$ cat config.mk
export PLATFORM = sky130hd
export DESIGN_NAME = spc_node_seq
export DESIGN_NICKNAME = d
export VERILOG_FILES = /design/src/rtl/spc_node_seq.sv
export SDC_FILE = /design/constraint.sdc
export NUM_CORES = 1
export LEC_CHECK = 0
export CAP_MARGIN = 20
export CORE_ASPECT_RATIO = 2
export CORE_UTILIZATION = 60
export CTS_CLUSTER_SIZE = 20
export DETAILED_ROUTE_END_ITERATION = 12
export PLACE_DENSITY = 0.78
export SKIP_CTS_REPAIR_TIMING = 1
export SYNTH_ARGS = -nofsm -noshare
export SYNTH_HDL_FRONTEND = slang
export SYNTH_SLANG_ARGS = --single-unit
$ cat constraint.sdc
create_clock -name clk -period 3.9 [get_ports clk]
set_input_delay 0.585 -clock clk [delete_from_list [all_inputs] [get_ports clk]]
set_output_delay 0.585 -clock clk [all_outputs]
set_load 0.02 [all_outputs]
$ cat src/rtl/spc_node_seq.sv
// Multi-beat single-parity-check node sequencer: buffers hard decisions of an
// 8..64-LLR SPC node, flips the least-reliable bit on odd parity, streams the result.
// Optional status outputs (par_err, flip_idx) are enabled by defining SPC_NODE_STATUS_EN.
module spc_node_seq #(
    parameter int LLR_W   = 6,
    parameter int MAX_LEN = 64
) (
    input  logic               clk,
    input  logic               rst_n,
    input  logic               start,
    input  logic [1:0]         len_sel,
    input  logic               in_valid,
    output logic               in_ready,
    input  logic [4*LLR_W-1:0] in_llr,
    output logic               out_valid,
    input  logic               out_ready,
    output logic [3:0]         out_bits,
    output logic               busy,
    output logic               done
`ifdef SPC_NODE_STATUS_EN
    ,
    output logic               par_err,
    output logic [5:0]         flip_idx
`endif
);

    localparam int IDX_W  = $clog2(MAX_LEN);
    localparam int BEAT_W = IDX_W - 2;
    localparam logic [BEAT_W-1:0] BEAT_ONE = BEAT_W'(1);
    localparam logic [LLR_W-1:0]  LLR_ONE  = LLR_W'(1);

    typedef enum logic [1:0] {
        IDLE,
        LOAD,
        FLIP,
        OUT
    } state_t;

    state_t               state, state_n;
    logic [BEAT_W-1:0]    beat_cnt, cnt_n;
    logic [BEAT_W-1:0]    last_beat, last_n;
    logic                 parity, parity_n;
    logic [MAX_LEN-1:0]   bit_buf, buf_n;
    logic [LLR_W-1:0]     min_abs, min_abs_n;
    logic [IDX_W-1:0]     min_idx, min_idx_n;
    logic [3:0]           out_bits_n;
    logic                 done_n;

    logic [LLR_W-1:0]     lane_llr [4];
    logic [LLR_W-1:0]     lane_abs [4];
    logic [LLR_W-1:0]     bmin_abs;
    logic [1:0]           bmin_lane;

    // Unsigned magnitude; the most negative code maps to the largest magnitude.
    function automatic logic [LLR_W-1:0] llr_abs(input logic [LLR_W-1:0] x);
        return x[LLR_W-1] ? ((~x) + LLR_ONE) : x;
    endfunction

    // In-beat minimum: strict compare while scanning upward keeps the lower lane on ties.
    always_comb begin
        for (int j = 0; j < 4; j++) begin
            lane_llr[j] = in_llr[(3-j)*LLR_W +: LLR_W];
            lane_abs[j] = llr_abs(lane_llr[j]);
        end
        bmin_abs  = lane_abs[0];
        bmin_lane = 2'd0;
        for (int j = 1; j < 4; j++) begin
            if (lane_abs[j] < bmin_abs) begin
                bmin_abs  = lane_abs[j];
                bmin_lane = 2'(j);
            end
        end
    end

    // NOTE: every variable gets a default before the case so no latch is inferred.
    always_comb begin
        state_n   = state;
        cnt_n     = beat_cnt;
        last_n    = last_beat;
        parity_n  = parity;
        buf_n     = bit_buf;
        min_abs_n = min_abs;
        min_idx_n = min_idx;
        done_n    = 1'b0;

        unique case (state)
            IDLE: begin
                if (start) begin
                    state_n   = LOAD;
                    cnt_n     = '0;
                    parity_n  = 1'b0;
                    buf_n     = '0;
                    min_abs_n = '1;
                    min_idx_n = '0;
                    unique case (len_sel)
                        2'd0: last_n = BEAT_W'(1);
                        2'd1: last_n = BEAT_W'(3);
                        2'd2: last_n = BEAT_W'(7);
                        default: last_n = BEAT_W'(15);
                    endcase
                end
            end
            LOAD: begin
                if (in_valid && in_ready) begin
                    for (int j = 0; j < 4; j++) begin
                        buf_n[{beat_cnt, 2'(j)}] = lane_llr[j][LLR_W-1];
                        parity_n = parity_n ^ lane_llr[j][LLR_W-1];
                    end
                    // Strict compare across beats: the earliest beat keeps a tied minimum.
                    if (bmin_abs < min_abs) begin
                        min_abs_n = bmin_abs;
                        min_idx_n = {beat_cnt, bmin_lane};
                    end
                    if (beat_cnt == last_beat) begin
                        state_n = FLIP;
                        cnt_n   = '0;
                    end else begin
                        cnt_n = beat_cnt + BEAT_ONE;
                    end
                end
            end
            FLIP: begin
                if (parity) begin
                    buf_n[min_idx] = ~bit_buf[min_idx];
                end
                state_n = OUT;
            end
            OUT: begin
                if (out_valid && out_ready) begin
                    if (beat_cnt == last_beat) begin
                        state_n = IDLE;
                        cnt_n   = '0;
                        done_n  = 1'b1;
                    end else begin
                        cnt_n = beat_cnt + BEAT_ONE;
                    end
                end
            end
            default: state_n = IDLE;
        endcase

        // Output beat is precomputed from next-cycle buffer/counter so out_bits is registered.
        out_bits_n = 4'b0000;
        if (state_n == OUT) begin
            out_bits_n = {buf_n[{cnt_n, 2'd0}], buf_n[{cnt_n, 2'd1}],
                          buf_n[{cnt_n, 2'd2}], buf_n[{cnt_n, 2'd3}]};
        end
    end

    // NOTE: the bit buffer is a flop array, not RAM, so it is cleared by reset like any register.
    always_ff @(posedge clk or negedge rst_n) begin
        if (!rst_n) begin
            state     <= IDLE;
            beat_cnt  <= '0;
            last_beat <= '0;
            parity    <= 1'b0;
            bit_buf   <= '0;
            min_abs   <= '1;
            min_idx   <= '0;
            in_ready  <= 1'b0;
            out_valid <= 1'b0;
            out_bits  <= 4'b0000;
            busy      <= 1'b0;
            done      <= 1'b0;
        end else begin
            // NOTE: non-blocking assignments so every flop samples pre-edge values.
            state     <= state_n;
            beat_cnt  <= cnt_n;
            last_beat <= last_n;
            parity    <= parity_n;
            bit_buf   <= buf_n;
            min_abs   <= min_abs_n;
            min_idx   <= min_idx_n;
            in_ready  <= (state_n == LOAD);
            out_valid <= (state_n == OUT);
            out_bits  <= out_bits_n;
            busy      <= (state_n != IDLE);
            done      <= done_n;
        end
    end

`ifdef SPC_NODE_STATUS_EN
    // Captured with the last input beat so the status is visible from the FLIP cycle.
    always_ff @(posedge clk or negedge rst_n) begin
        if (!rst_n) begin
            par_err  <= 1'b0;
            flip_idx <= '0;
        end else if (state == LOAD && state_n == FLIP) begin
            par_err  <= parity_n;
            flip_idx <= min_idx_n;
        end
    end
`else
    // Status outputs absent in this build.
`endif

endmodule
==> results of run 1 <==
[Yosys cell counts, types with 20 or more instances]
cell	count	area share, %
nand2b_1	20	1.6
mux2i_1	27	3.5
a22oi_1	48	4.6
o21ai_0	96	6.1
nand2_1	96	4.6
o31ai_1	24	2.3
nand3_1	27	1.7
ha_1	25	4.0
a21oi_1	44	2.8
dfrtp_1	89	28
clkbuf_1	49	2.4
inv_1	44	2.1
nor2_1	121	5.8
[per-stage QoR]
stage | TNS, ns | instance area (um2) | util, % | setup WS, ns
after floorplan | -30.44 | 7950 | - | -2.67
after global placement | -40.09 | 9630 | 76.2 | -3.35
after detailed placement | -43.41 | 9630 | 76.2 | -3.63
after CTS | -39.01 | 9910 | 78.5 | -3.26
[layer usage]
metal	track usage, %	GRT overflow
met3	29.8	0
met5	2.92	0
met2	81.5	1
met1	62.5	0
met4	59.2	1
[cells by family after synthesis]
| group | count (synthesis) | share of synthesized area, % |
|---|---|---|
| AO/OA/AOI/OAI | 333 | 29.0 |
| multiplexers | 43 | 7.05 |
| buffers and inverters | 111 | 5.63 |
| adder cells (fa/ha/maj) | 27 | 4.25 |
| flip-flops | 95 | 30.5 |
| XOR/XNOR | 19 | 2.13 |
| AND/OR/NAND/NOR | 355 | 21.4 |
==> results.toml, run 1 <==
[synth]
ys_seq_area_share_pct = 30.5
ys_seq_elements = 95
synthArstFlopShare_pct = 100
synth_nets = 1039
yosysUniqueCellTypes = 84
synthCells = 983
yosys_warnings = 0
synthFlopType = "dfrtp_1"
synth_area_per_cell_um2 = 7.96
synth.cell_area_um2 = 7820
synth_edf_count = 0

[grt]
grt_pass1_vias = 9931
grt_pass1_wl_um = 57900
grt_max_degree = 73
overflow = 2
gr-usage-all-layers_pct = 59.5

[outcome]
status = "aborted with a tool error"
run.stop_error = "[ERROR GRT-0116] Global routing finished with congestion. Check the congestion regions in the DRC Viewer."
stop_stage = "global routing (5_1_grt)"

[placed_design]
dpl.hpwl_um = 25500
dp_cells = 1285
port_buffers = 38
place_congestion = 1.18

[clock_tree]
htreeDepth = 3
clockRootBuffer = "clkbuf_16"
numCtsBuffers = 9
cts_sinks = 95
clock_path_buffers = 2

[die]
fp-row-count = 58
ios = 39
die_h_um = 163
start_util_pct = 62.0
die_w_um = 82.7
==> run 2: changes to the inputs <==
--- a/config.mk
+++ b/config.mk
@@ -6,11 +6,9 @@
 export NUM_CORES = 1
 export LEC_CHECK = 0
 export CAP_MARGIN = 20
-export CORE_ASPECT_RATIO = 2
-export CORE_UTILIZATION = 60
-export CTS_CLUSTER_SIZE = 20
+export CORE_UTILIZATION = 40
 export DETAILED_ROUTE_END_ITERATION = 12
-export PLACE_DENSITY = 0.78
+export PLACE_DENSITY_LB_ADDON = 0.15
 export SKIP_CTS_REPAIR_TIMING = 1
 export SYNTH_ARGS = -nofsm -noshare
 export SYNTH_HDL_FRONTEND = slang
==> results.toml, run 2 <==
[setup_path]
timing.rr.end = "out_bits[2]"
path_max_fanout = 5
r2r_start = "min_idx[0]"
worstPathArrival_ns = 6.68
crit_required_ns = 4.14
r2r_setup_slack_ns = 0.17
crit_path_end_kind = "register"
reg2regPathDepth = 13
max_stage_delay_ns = 0.56
critPathLaunch = "in_llr[21]"
crit_path_top_delay_cell = "clkdlybuf4s50_1"
startpoint_type = "primary input"
path_class = "in -> reg"

[synth]
yosysUniqueCellTypes = 84
yosys-top-cells-count = "nor2_1 (121), nand2_1 (96), o21ai_0 (96)"
ys_seq_area_share_pct = 30.5
synthCells = 983
synthFlopType = "dfrtp_1"
synth_top_area_share_pct = 28.5
synth_area_per_cell_um2 = 7.96
synthArstFlopShare_pct = 100
ys_top_cells_by_area = "dfrtp_1 (28%), o21ai_0 (6.1%), nor2_1 (5.8%)"
yosysMostFrequentCell = "nor2_1"
synth.cell_area_um2 = 7820
synth_edf_count = 0
yosysTopAreaCell = "dfrtp_1"
synth_nets = 1039
yosys_warnings = 0
ys_seq_elements = 95

[die]
core_area_um2 = 19000
die-area_um2 = 20100
die_w_um = 142
fp-row-count = 50
start_util_pct = 41.3
ios = 39
die_h_um = 142

[timing]
finalClockSkew_ns = 0.0105
worst_pin_slew_ns = 0.835
max_freq_mhz = 155
period_share_pct = 165
setup_ws_ns = -2.54
slew_violations = 0
relSlewSlack_pct = 44.2
finalSetupViolations = 12
rsz0062_at_grt = "yes"
min_period_ns = 6.44
hold_viol_final = 0

[power_and_ir_drop]
ir_drop_mv = 0.314
power.total_mw = 6.50
p_leak_nw = 4.39
power_density_nw_per_um2 = 637

[grt]
gr-usage-all-layers_pct = 31.6
grt_pass1_wl_um = 47800
top_usage_layer = "met2"
grtUsageMet1_pct = 42.4
antenna_found_initial = 0
overflow = 0
grt_pass1_vias = 8157
grt_max_degree = 77
use_met2_pct = 48.7
use_met3_pct = 6.31

[placed_design]
pre_cts_slack_ns = -3.48
place_congestion = 1.03
dpl.hpwl_um = 23200
port_buffers = 38
placed_area_um2 = 9640

[detailed_routing]
wl_per_cell_um = 22.5
firstDrtPassIters = 6
drt_iter0_markers = 957
vias = 8631
drt-total-wl_um = 31500
drc = 0
viasPerCell = 6.16
final_antenna_net_count = 0

[min_path]
min-delay-path-class = "in -> async"

[final_layout]
regMostFlops = "bit_buf"
drive_gt1_share_pct = 24.1
largest_reg_flops = 64
layout_common_cells = "buf_4 (162), nor2_1 (119), nand2_1 (95)"
finalNetCount = 1192
layout_commonest_cell = "buf_4"
fin_util_pct = 53.8
insertedDiodeCount = 0
syn2layout_area_growth_pct = 30.4
finalInstanceArea_um2 = 10200
largestRegisters = "bit_buf: 64 flops, min_abs: 6 flops, min_idx: 6 flops"

[outcome]
status = "finished, violations left"
violations = "setup timing"

[clock_tree]
cts_sinks = 95
htreeDepth = 3
clkTransAtPathRegs_ns = 0.07
clockRootBuffer = "clkbuf_16"
worstSkewPairLatency_ns = 0.37
cts_tree = "done"
clock_path_buffers = 2
numCtsBuffers = 9

[flow_run]
cap_violations = 0
-- run 2: worst max-delay path by stage --
stage	slack, ns	end
2_1_floorplan	-2.67	min_abs[0]
3_3_place_gp	-3.34	min_idx[3]
6_report	-2.54	min_idx[2]
5_1_grt	-2.93	min_idx[2]
4_1_cts	-3.14	min_idx[2]
3_5_place_dp	-3.48	min_idx[3]
-- run 2: cell families after synthesis --
group / Yosys count / share of synthesized area (%)
adder cells (fa/ha/maj): 27 / 4.25
XOR/XNOR: 19 / 2.13
buffers and inverters: 111 / 5.63
AND/OR/NAND/NOR: 355 / 21.4
AO/OA/AOI/OAI: 333 / 29.0
multiplexers: 43 / 7.05
flip-flops: 95 / 30.5
-- run 2: worst max-delay path, delay by kind of cell --
kind	cells	cell delay, ns
AO/OA/AOI/OAI	14	2.00
XOR/XNOR	1	0.20
buffers and inverters	6	1.11
AND/OR/NAND/NOR	7	0.97
adder cells (fa/ha/maj)	5	1.24
multiplexers	3	0.58
-- run 2: final cells by class --
type | count | area [um2]
Timing Repair Buffer | 208 | 1750
Clock inverter | 6 | 70.1
Clock buffer | 10 | 229
Inverter | 45 | 186
Fill cell | 1804 | 8760
Sequential cell | 95 | 2390
Multi-Input combinational cell | 777 | 5250
Tap cell | 260 | 325
-- run 2: report_power, final --
| group | internal, mW | leakage, nW | switching [mW] |
|---|---|---|---|
| registers | 1.22 | 1.26 | 0.226 |
| clock network | 0.501 | 0.135 | 0.425 |
| logic | 1.61 | 2.99 | 2.52 |
| total | 3.33 | 4.39 | 3.17 |
-- run 2: through the flow --
| step | setup TNS, ns | hold slack [ns] | cells |
|---|---|---|---|
| after floorplan | -30.44 | 0.289 | 983 |
| after global placement | -39.81 | 0.480 | 1377 |
| after detailed placement | -41.40 | 0.477 | 1377 |
| after CTS | -37.24 | 0.441 | 1393 |
| after global routing | -35.04 | 0.0484 | 1401 |
| final | -30.41 | 0.0480 | 1401 |
-- run 2: layer usage --
metal	vias up	part of all wire [%]
met2	542	45
met4	0	4.4
met3	112	10
met5	-	0
li1	3921	-
met1	4056	41
Note: power is estimated with default switching activity, not from simulation.
